==> config.mk <==
export PLATFORM = sky130hd
export DESIGN_NAME = peripheral_spram_arbiter_wb
export DESIGN_NICKNAME = d
export VERILOG_FILES = /design/src/rtl/peripheral_spram_arbiter_wb.sv
export SDC_FILE = /design/constraint.sdc
export NUM_CORES = 1
export LEC_CHECK = 0
export CELL_PAD_IN_SITES_DETAIL_PLACEMENT = 1
export CELL_PAD_IN_SITES_GLOBAL_PLACEMENT = 1
export CORE_AREA = 2 2 130 100
export CTS_CLUSTER_SIZE = 14
export DETAILED_ROUTE_END_ITERATION = 8
export DIE_AREA = 0 0 132 102
export PLACE_DENSITY_LB_ADDON = 0.1
export SYNTH_ARGS = -nofsm -noshare
export SYNTH_HDL_FRONTEND = slang
export SYNTH_SLANG_ARGS = --single-unit
export TNS_END_PERCENT = 50
==> constraint.sdc <==
create_clock -name wb_clk_i -period 3.8 [get_ports wb_clk_i]
set_input_delay 0.76 -clock wb_clk_i [delete_from_list [all_inputs] [get_ports wb_clk_i]]
set_output_delay 0.76 -clock wb_clk_i [all_outputs]
set_load 0.03 [all_outputs]
==> src/rtl/peripheral_spram_arbiter_wb.sv <==
`default_nettype none
// ============================================================================
// Module      : peripheral_spram_arbiter_wb
// Description : Two-master Wishbone arbiter in front of one SPRAM slave port.
//               One master owns the slave for a whole Wishbone cycle (cyc
//               high). Ties are broken round-robin. Bursts are never
//               preempted. A per-access watchdog ends stalled accesses with
//               err.
// Ports       : wb_clk_i / wb_rst_ni  clock, async active-low reset
//               m0_wb_* / m1_wb_*     master request (in) and response (out)
//               s_wb_*                muxed request to slave, slave response
//               grant_o               one-hot current grant {m1, m0}
// Revision    : 1.0 - initial release
// ============================================================================
module peripheral_spram_arbiter_wb #(
   parameter int AW      = 10,
   parameter int DW      = 32,
   parameter int TIMEOUT = 16
) (
   input  logic            wb_clk_i,
   input  logic            wb_rst_ni,
   // master 0
   input  logic [AW-1:0]   m0_wb_adr_i,
   input  logic [DW-1:0]   m0_wb_dat_i,
   input  logic [DW/8-1:0] m0_wb_sel_i,
   input  logic            m0_wb_we_i,
   input  logic            m0_wb_cyc_i,
   input  logic            m0_wb_stb_i,
   input  logic [2:0]      m0_wb_cti_i,
   input  logic [1:0]      m0_wb_bte_i,
   output logic [DW-1:0]   m0_wb_dat_o,
   output logic            m0_wb_ack_o,
   output logic            m0_wb_err_o,
   // master 1
   input  logic [AW-1:0]   m1_wb_adr_i,
   input  logic [DW-1:0]   m1_wb_dat_i,
   input  logic [DW/8-1:0] m1_wb_sel_i,
   input  logic            m1_wb_we_i,
   input  logic            m1_wb_cyc_i,
   input  logic            m1_wb_stb_i,
   input  logic [2:0]      m1_wb_cti_i,
   input  logic [1:0]      m1_wb_bte_i,
   output logic [DW-1:0]   m1_wb_dat_o,
   output logic            m1_wb_ack_o,
   output logic            m1_wb_err_o,
   // slave
   output logic [AW-1:0]   s_wb_adr_o,
   output logic [DW-1:0]   s_wb_dat_o,
   output logic [DW/8-1:0] s_wb_sel_o,
   output logic            s_wb_we_o,
   output logic            s_wb_cyc_o,
   output logic            s_wb_stb_o,
   output logic [2:0]      s_wb_cti_o,
   output logic [1:0]      s_wb_bte_o,
   input  logic [DW-1:0]   s_wb_dat_i,
   input  logic            s_wb_ack_i,
   input  logic            s_wb_err_i,
   // debug
   output logic [1:0]      grant_o
);

   // A zero TIMEOUT still needs a 1-bit counter to keep the declarations legal.
   localparam int            CW        = (TIMEOUT > 0) ? $clog2(TIMEOUT + 1) : 1;
   localparam logic [CW-1:0] c_timeout = CW'(TIMEOUT);
   localparam logic          c_wd_en   = (TIMEOUT != 0);

   localparam logic [1:0] c_idle = 2'd0;
   localparam logic [1:0] c_gnt0 = 2'd1;
   localparam logic [1:0] c_gnt1 = 2'd2;

   logic [1:0]    r_state;
   logic [1:0]    w_state_nxt;
   logic          r_last;
   logic [CW-1:0] r_wd_cnt;
   logic          w_gnt0;
   logic          w_gnt1;
   logic          w_stb_req;
   logic          w_wd_fire;

   // ---------------------------------------------------------------- FSM
   always_comb begin
      w_state_nxt = r_state;
      case (r_state)
         c_idle: begin
            if (m0_wb_cyc_i && m1_wb_cyc_i)
               w_state_nxt = r_last ? c_gnt0 : c_gnt1;
            else if (m0_wb_cyc_i)
               w_state_nxt = c_gnt0;
            else if (m1_wb_cyc_i)
               w_state_nxt = c_gnt1;
         end
         // The owner keeps the slave for as long as its cyc is high; on
         // release the waiting master is handed the bus with no idle cycle.
         c_gnt0: if (!m0_wb_cyc_i) w_state_nxt = m1_wb_cyc_i ? c_gnt1 : c_idle;
         c_gnt1: if (!m1_wb_cyc_i) w_state_nxt = m0_wb_cyc_i ? c_gnt0 : c_idle;
         default: w_state_nxt = c_idle;
      endcase
   end

   always_ff @(posedge wb_clk_i or negedge wb_rst_ni) begin
      if (!wb_rst_ni) begin
         r_state <= c_idle;
         r_last  <= 1'b1;
      end else begin
         r_state <= w_state_nxt;
         if (w_state_nxt == c_gnt0)
            r_last <= 1'b0;
         else if (w_state_nxt == c_gnt1)
            r_last <= 1'b1;
      end
   end

   assign w_gnt0  = (r_state == c_gnt0);
   assign w_gnt1  = (r_state == c_gnt1);
   assign grant_o = {w_gnt1, w_gnt0};

   // ---------------------------------------------------------------- watchdog
   assign w_stb_req = (w_gnt0 && m0_wb_stb_i) || (w_gnt1 && m1_wb_stb_i);
   assign w_wd_fire = c_wd_en && w_stb_req && (r_wd_cnt == c_timeout);

   // The fire cycle forces s_wb_stb_o low, which also clears the counter.
   always_ff @(posedge wb_clk_i or negedge wb_rst_ni) begin
      if (!wb_rst_ni)
         r_wd_cnt <= '0;
      else if ((w_state_nxt != r_state) || !s_wb_stb_o || s_wb_ack_i || s_wb_err_i)
         r_wd_cnt <= '0;
      else if (c_wd_en)
         r_wd_cnt <= r_wd_cnt + CW'(1);
   end

   // ---------------------------------------------------------------- request mux
   always_comb begin
      s_wb_adr_o = '0;
      s_wb_dat_o = '0;
      s_wb_sel_o = '0;
      s_wb_we_o  = 1'b0;
      s_wb_cyc_o = 1'b0;
      s_wb_stb_o = 1'b0;
      s_wb_cti_o = '0;
      s_wb_bte_o = '0;
      if (w_gnt0) begin
         s_wb_adr_o = m0_wb_adr_i;
         s_wb_dat_o = m0_wb_dat_i;
         s_wb_sel_o = m0_wb_sel_i;
         s_wb_we_o  = m0_wb_we_i;
         s_wb_cyc_o = m0_wb_cyc_i;
         s_wb_stb_o = m0_wb_stb_i && !w_wd_fire;
         s_wb_cti_o = m0_wb_cti_i;
         s_wb_bte_o = m0_wb_bte_i;
      end else if (w_gnt1) begin
         s_wb_adr_o = m1_wb_adr_i;
         s_wb_dat_o = m1_wb_dat_i;
         s_wb_sel_o = m1_wb_sel_i;
         s_wb_we_o  = m1_wb_we_i;
         s_wb_cyc_o = m1_wb_cyc_i;
         s_wb_stb_o = m1_wb_stb_i && !w_wd_fire;
         s_wb_cti_o = m1_wb_cti_i;
         s_wb_bte_o = m1_wb_bte_i;
      end
   end

   // ---------------------------------------------------------------- responses
   // Read data is broadcast; ack/err are steered to the owner only, and
   // simultaneous ack and err from the slave are passed on unresolved.
   assign m0_wb_dat_o = s_wb_dat_i;
   assign m1_wb_dat_o = s_wb_dat_i;
   assign m0_wb_ack_o = w_gnt0 && s_wb_ack_i;
   assign m1_wb_ack_o = w_gnt1 && s_wb_ack_i;
   assign m0_wb_err_o = w_gnt0 && (s_wb_err_i || w_wd_fire);
   assign m1_wb_err_o = w_gnt1 && (s_wb_err_i || w_wd_fire);

endmodule
`default_nettype wire

==> results of run 1 <==
state kept, by name, summed over array words and instances (netlist names):
| name | flops |
|---|---|
| r_wd_cnt | 5 |
| r_last | 1 |
| r_state | 2 |
cell usage in the layout, fill, tap and decap left out, types with 2 or more instances in the layout:
cell type	instances
sky130_fd_sc_hd__ha_1	3
sky130_fd_sc_hd__a22o_1	52
sky130_fd_sc_hd__clkbuf_16	3
sky130_fd_sc_hd__buf_4	2
sky130_fd_sc_hd__o21a_1	2
sky130_fd_sc_hd__inv_1	4
sky130_fd_sc_hd__and2_1	3
sky130_fd_sc_hd__nand3_1	2
sky130_fd_sc_hd__nor2_1	3
sky130_fd_sc_hd__xor2_1	2
sky130_fd_sc_hd__nor3_1	4
sky130_fd_sc_hd__dfrtp_1	7
sky130_fd_sc_hd__and3b_1	3
sky130_fd_sc_hd__clkdlybuf4s50_1	171
through the flow:
step | hold slack, ns | instances | total power [uW] | setup WS (ns)
after floorplan | 0.455 | 181 | 756 | 1.26
after global placement | 0.481 | 443 | 1060 | 0.638
after detailed placement | 0.485 | 443 | 1050 | 0.626
after CTS | 0.491 | 447 | 1250 | 0.566
after global routing | 0.519 | 447 | 1290 | 0.491
final | 0.480 | 447 | 1220 | 0.611
metal layers:
layer  up-vias  share of wire, %  track usage (%)
li1        798                 -                -
met1       787                41             13.2
met2       108                48             16.3
met3        14                10             4.32
met4         0              0.87             2.42
met5         -                 0                0
final cells by class:
cell class              instances  share of cell area [%]
clock buffers                   4                    2.62
inverters                       5                   0.623
multi-input cells              90                    25.2
flip-flops and latches          8                    6.68
repair buffers                174                    57.9
well taps                     166                    6.89
cell families after synthesis:
family / share of synthesized area, %
buffers and inverters: 38.2
muxes: 0.643
xor gates and xnor gates: 1.69
adders and majority gates: 2.41
AOI/OAI and AO/OA: 34.8
and+or+nand+nor: 9.32
DFF: 12.9
worst max-delay path, delay by kind of cell:
kind	cells	cell delay, ns
buffers and inverters	2	1.14
AOI/OAI and AO/OA	2	0.31
and+or+nand+nor	1	0.22
where the power goes:
group | leakage (uW) | internal, uW | total [uW] | switching [uW]
sequential | 0.000105 | 97.6 | 116 | 18.2
combinational | 0.00101 | 433 | 926 | 493
clock | 0.0000382 | 140 | 180 | 40.7
total | 0.00116 | 670 | 1220 | 552
path summary, 6_finish.rpt:
kind,slack [ns],cells after the start,end,startpoint
max in group asynchronous,2.67,1,r_last,wb_rst_ni
hold reg to reg,0.48,2,r_last,r_last
min in group asynchronous,0.82,1,r_wd_cnt[3],wb_rst_ni
setup reg to reg,2.07,4,r_wd_cnt[4],r_state[0]
setup / recovery,0.61,5,m0_wb_err_o,m0_wb_stb_i
hold / removal,0.48,2,r_last,r_last
==> results.md, run 1 <==
• actual slew at the worst max-slew pin: 0.479 ns
• final critical delay including setup and external delays: 3.19 ns
• I/O pin count: 268
• average cell area after synthesis: 8.61 um2
• worst-skew pair later-pin latency: 0.23 ns
• longest individual stage delay on the worst path: 0.69 ns
• count of maximum capacitance violations: 0
• normalized max-slew margin: 68.1%
• final HPWL from detailed placement: 6030 um
• Synth Register Bits: 8
• All-Layer GR Usage: 10.3%
• antenna fix cells: 0
• synthesized net count: 328
• buffers inserted during post-CTS setup optimization: 0
• Power per Cell Area: 406 nW/um2
• Initial DRT Pass Iterations: 4
• die width: 132 um
• arrival time worst endpoint: 2.43 ns
• detailed-route vias per instance: 3.82
• number of routed nets with antenna violations: 0
• crit end category: output port
• number of vias after detailed routing: 1,707
• number of hold-repair buffers added at the cts stage: 0
• P_leak: 0.00116 uW
• Data required, critical path: 3.04 ns
• area share of the leading cell type in the synthesized netlist: 34.7%
• clock tree from TritonCTS: done
• Layout Nets: 429
• Setup-failing EPs final: 0
• most repeated library cell on the critical path: sky130_fd_sc_hd__clkdlybuf4s50_1
• effective utilization at floorplan: 12.8%
• EDFF count, synth: 0
• cell area after placement: 2940 um2
• row count: 35
• peak clock frequency supported by timing: 314 MHz
• Sequential cell area: 201 um2
• register area share after synthesis: 12.9%
• cell area after technology mapping: 1560 um2
• CP max-delay cell: sky130_fd_sc_hd__clkdlybuf4s50_1
• maximum number of buffers from clock root to sink: 2
• final RePlAce weighted congestion: 0.647
• VDD IR-drop max: 0.130 mV
• prevailing post-synth register cell: sky130_fd_sc_hd__dfrtp_1
• layout cell share with drive strength beyond 1: 4.27%
• Total Die Area: 13,500 um2
• Setup TNS Final: 0 ns
• CTS H-tree depth: 1
• drt wl/cell: 16.9 um
• Post-Layout Inst Area: 3010 um2
• type of the setup path with the least slack: input port to output port
• end-of-flow core utilization: 24.8%
• Synth area leader: sky130_fd_sc_hd__buf_4
• root buf cell: sky130_fd_sc_hd__clkbuf_16
• final count of pins violating max slew: 0
• leading cell types by total area after synthesis: sky130_fd_sc_hd__buf_4 35%, sky130_fd_sc_hd__a22o_1 29%, sky130_fd_sc_hd__dfrtp_1 11%, sky130_fd_sc_hd__ha_1 2.4%, sky130_fd_sc_hd__dfstp_2 1.7%
• CP max FO: 3
• Post-Syn Instances: 181
• Clock Skews: 0.00193 ns
• count of port buffers added during placement: 171
• CP Launch Type: input port
• unrepaired setup endpoints after global routing: no
• number of distinct library cells after synthesis: 32
• fill cell count: 1,423
• number of gates resized after CTS: 0
• ranking of synthesized cells by instance count: 72 x sky130_fd_sc_hd__buf_4, 52 x sky130_fd_sc_hd__a22o_1, 7 x sky130_fd_sc_hd__dfrtp_1, 5 x sky130_fd_sc_hd__buf_2
• die span in y: 102 um
• Layout Area Growth over Synthesis: 93.5%
• number of global-route vias before repair: 1,766
• final wirelength: 7550 um
• total DRC errors in the routed layout: 0
• Sink Count: 8
• clock input transition at the sequential cells of the worst setup and hold paths: 0.04 ns
• hold crit path type: flop to flop
• core outline area: 12,100 um2
• Async SR Flop Fraction: 100%
• total number of yosys warnings: 0
• top-count cell post-synth: sky130_fd_sc_hd__buf_4
• number of DRC markers in iteration 0: 41
• status: completed
• Tcrit/Tclk final: 83.9%
• total gr overflow: 0
• Cell Chain, Critical Path: clkdlybuf4s50_1 -> and3b_1 -> o21bai_1 -> a21boi_0 -> clkdlybuf4s50_1
• Multi-input gate area: 761 um2
• number of CTS-inserted buffers: 3
• antenna violations before repair: 0
• first-pass GRT wire length: 11,000 um
• maximum number of pins on one net before global-route repair: 40
• Final Hold Vio Count: 0
Note: power is estimated with default switching activity, not from simulation.
==> inputs of run 2 (changes only) <==
- CORE_AREA: 2 2 130 100 -> 2 2 141 109
- DIE_AREA: 0 0 132 102 -> 0 0 143 111
- clock period: 3.8 -> 2.8 ns (I/O delays scaled with it)
==> run 2 against run 1 <==
Sequential power increased by 34%. Power up 33%. Register-to-register slack got worse by 0.86 ns. Final area fell by 0.87%. Worst hold slack improved by 0.0028 ns. Clock skew increased by 0.0032 ns. Final cell count is 8.7% higher. Combinational power grew 32%. Via count increased by 0.76%. Count of clock-buffer cells in the layout did not move. Utilization shrank 4.5 points. Critical path type unchanged.
==> results.md, run 2 (synthesis gave the netlist of run 1 again) <==
• normalized max-slew margin: 73.8%, was 68.1%
• Sink Count: 8, unchanged
• number of routed nets with antenna violations: 0, unchanged
• P_leak: 0.00128 uW, was 0.00116 uW
• number of CTS-inserted buffers: 3, unchanged
• effective utilization at floorplan: 10.6%, was 12.8%
• final wirelength: 6490 um, was 7550 um
• CP max FO: 3, unchanged
• VDD IR-drop max: 0.148 mV, was 0.130 mV
• fill cell count: 1,710, was 1,423
• maximum number of pins on one net before global-route repair: 58, was 40
• type of the setup path with the least slack: input port to output port, unchanged
• row count: 39, was 35
• crit end category: output port, unchanged
• Sequential cell area: 201 um2, unchanged
• antenna fix cells: 0, unchanged
• Hold Slack: 0.483 ns, was 0.480 ns
• registers with the highest flip-flop counts: r_wd_cnt x5, r_state x2, r_last x1, unchanged
• final HPWL from detailed placement: 5330 um, was 6030 um
• layout cell share with drive strength beyond 1: 24.2%, was 4.27%
• Multi-input gate area: 761 um2, unchanged
• Total Die Area: 15,900 um2, was 13,500 um2
• total DRC errors in the routed layout: 0, unchanged
• Setup-failing EPs final: 0, unchanged
• final critical delay including setup and external delays: 2.61 ns
• buffers inserted during post-CTS setup optimization: 0, unchanged
• Clock Skews: 0.00511 ns, was 0.00193 ns
• hold crit path type: flop to flop, unchanged
• Layout Area Growth over Synthesis: 91.8%, was 93.5%
• number of vias after detailed routing: 1,720, was 1,707
• unrepaired setup endpoints after global routing: no, unchanged
• drt wl/cell: 13.3 um, was 16.9 um
• Power per Cell Area: 543 nW/um2, was 406 nW/um2
• antenna violations before repair: 0, unchanged
• status: completed, unchanged
• worst-skew pair later-pin latency: 0.23 ns, about the same
• Initial DRT Pass Iterations: 2, was 4
• final RePlAce weighted congestion: 0.639, was 0.647
• detailed-route vias per instance: 3.54, was 3.82
• Final Hold Vio Count: 0, unchanged
• I/O pin count: 268, unchanged
• count of maximum capacitance violations: 0, unchanged
• Top reg by flops: r_wd_cnt, unchanged
• top library cells by usage in the layout, fill and taps aside: 114 x sky130_fd_sc_hd__clkdlybuf4s50_1, 53 x sky130_fd_sc_hd__buf_4, 52 x sky130_fd_sc_hd__a22o_1, was 171 x sky130_fd_sc_hd__clkdlybuf4s50_1, 52 x sky130_fd_sc_hd__a22o_1, 7 x sky130_fd_sc_hd__dfrtp_1
• count of port buffers added during placement: 171, unchanged
• clock tree from TritonCTS: done, unchanged
• arrival time worst endpoint: 2.05 ns, was 2.43 ns
• die width: 143 um, was 132 um
• Tcrit/Tclk final: 93.1%
• CTS H-tree depth: 1, unchanged
• core outline area: 14,700 um2, was 12,100 um2
• max reg flops: 5, unchanged
• clock input transition at the sequential cells of the worst setup and hold paths: 0.04 ns, about the same
• Setup TNS Final: 0 ns, unchanged
• actual slew at the worst max-slew pin: 0.393 ns, was 0.479 ns
• Layout Nets: 429, unchanged
• leading cell type in the layout, fill and taps excluded: sky130_fd_sc_hd__clkdlybuf4s50_1, unchanged
• first-pass GRT wire length: 9740 um, was 11,000 um
• total gr overflow: 0, unchanged
• total power draw: 1620 uW, was 1220 uW
• final count of pins violating max slew: 0, unchanged
• root buf cell: sky130_fd_sc_hd__clkbuf_16, unchanged
• All-Layer GR Usage: 7.59%, was 10.3%
• die span in y: 111 um, was 102 um
• number of DRC markers in iteration 0: 69, was 41
• setup ws final: 0.193 ns, was 0.611 ns
• maximum number of buffers from clock root to sink: 2, unchanged
• number of global-route vias before repair: 1,848, was 1,766
• Data required, critical path: 2.24 ns, was 3.04 ns
• peak clock frequency supported by timing: 384 MHz
• CP Launch Type: input port, unchanged
• worst slack after detailed placement: 0.0518 ns, was 0.626 ns
run 2: final timing paths:
kind	startpoint	end	slack (ns)	depth (start not counted)
worst max register to register	r_state[0]	r_wd_cnt[1]	1.21	4
max in group asynchronous	wb_rst_ni	r_last	1.87	1
worst max-delay path	m0_wb_stb_i	s_wb_stb_o	0.19	4
min in group asynchronous	wb_rst_ni	r_wd_cnt[0]	0.62	1
worst min register to register	r_last	r_last	0.48	2
worst min-delay path	r_last	r_last	0.48	2
run 2: critical path, stage by stage:
cell	delay [ns]
sky130_fd_sc_hd__clkdlybuf4s50_1	0.45
sky130_fd_sc_hd__and3b_1	0.22
sky130_fd_sc_hd__o21a_1	0.15
sky130_fd_sc_hd__clkdlybuf4s50_1	0.67
run 2: routing by layer:
layer	wire length, um	share of wire, %	track usage, %
met1	2660	41	8.74
met2	2960	46	13.3
met3	774	12	2.76
met4	98	1.5	1.85
met5	0	0	0
run 2: where the power goes:
| group | switching, uW | internal, uW |
|---|---|---|
| Clock | 57.4 | 190 |
| Combinational | 660 | 558 |
| Sequential | 23.9 | 133 |
| Total | 742 | 881 |
run 2: layout make-up:
| type | instances | share of cell area, % |
|---|---|---|
| clock buffer | 4 | 2.64 |
| sequential | 8 | 6.74 |
| inverter | 5 | 0.628 |
| multi-input combinational | 90 | 25.5 |
| timing repair buffer | 174 | 55.9 |
| tap | 205 | 8.58 |
run 2: stage by stage:
stage               area (um2)  utilization (%)  instances
floorplan                 1560                -        181
global placement          2910             19.8        482
detailed placement        2910             19.8        482
CTS                       2990             20.3        486
global route              2990             20.3        486
finish                    2990             20.3        486
run 2: what timing repair did:
item	4_1_cts	5_1_grt
hold buffers	0	0
resized for setup	0	1
setup endpoints to repair	0	1
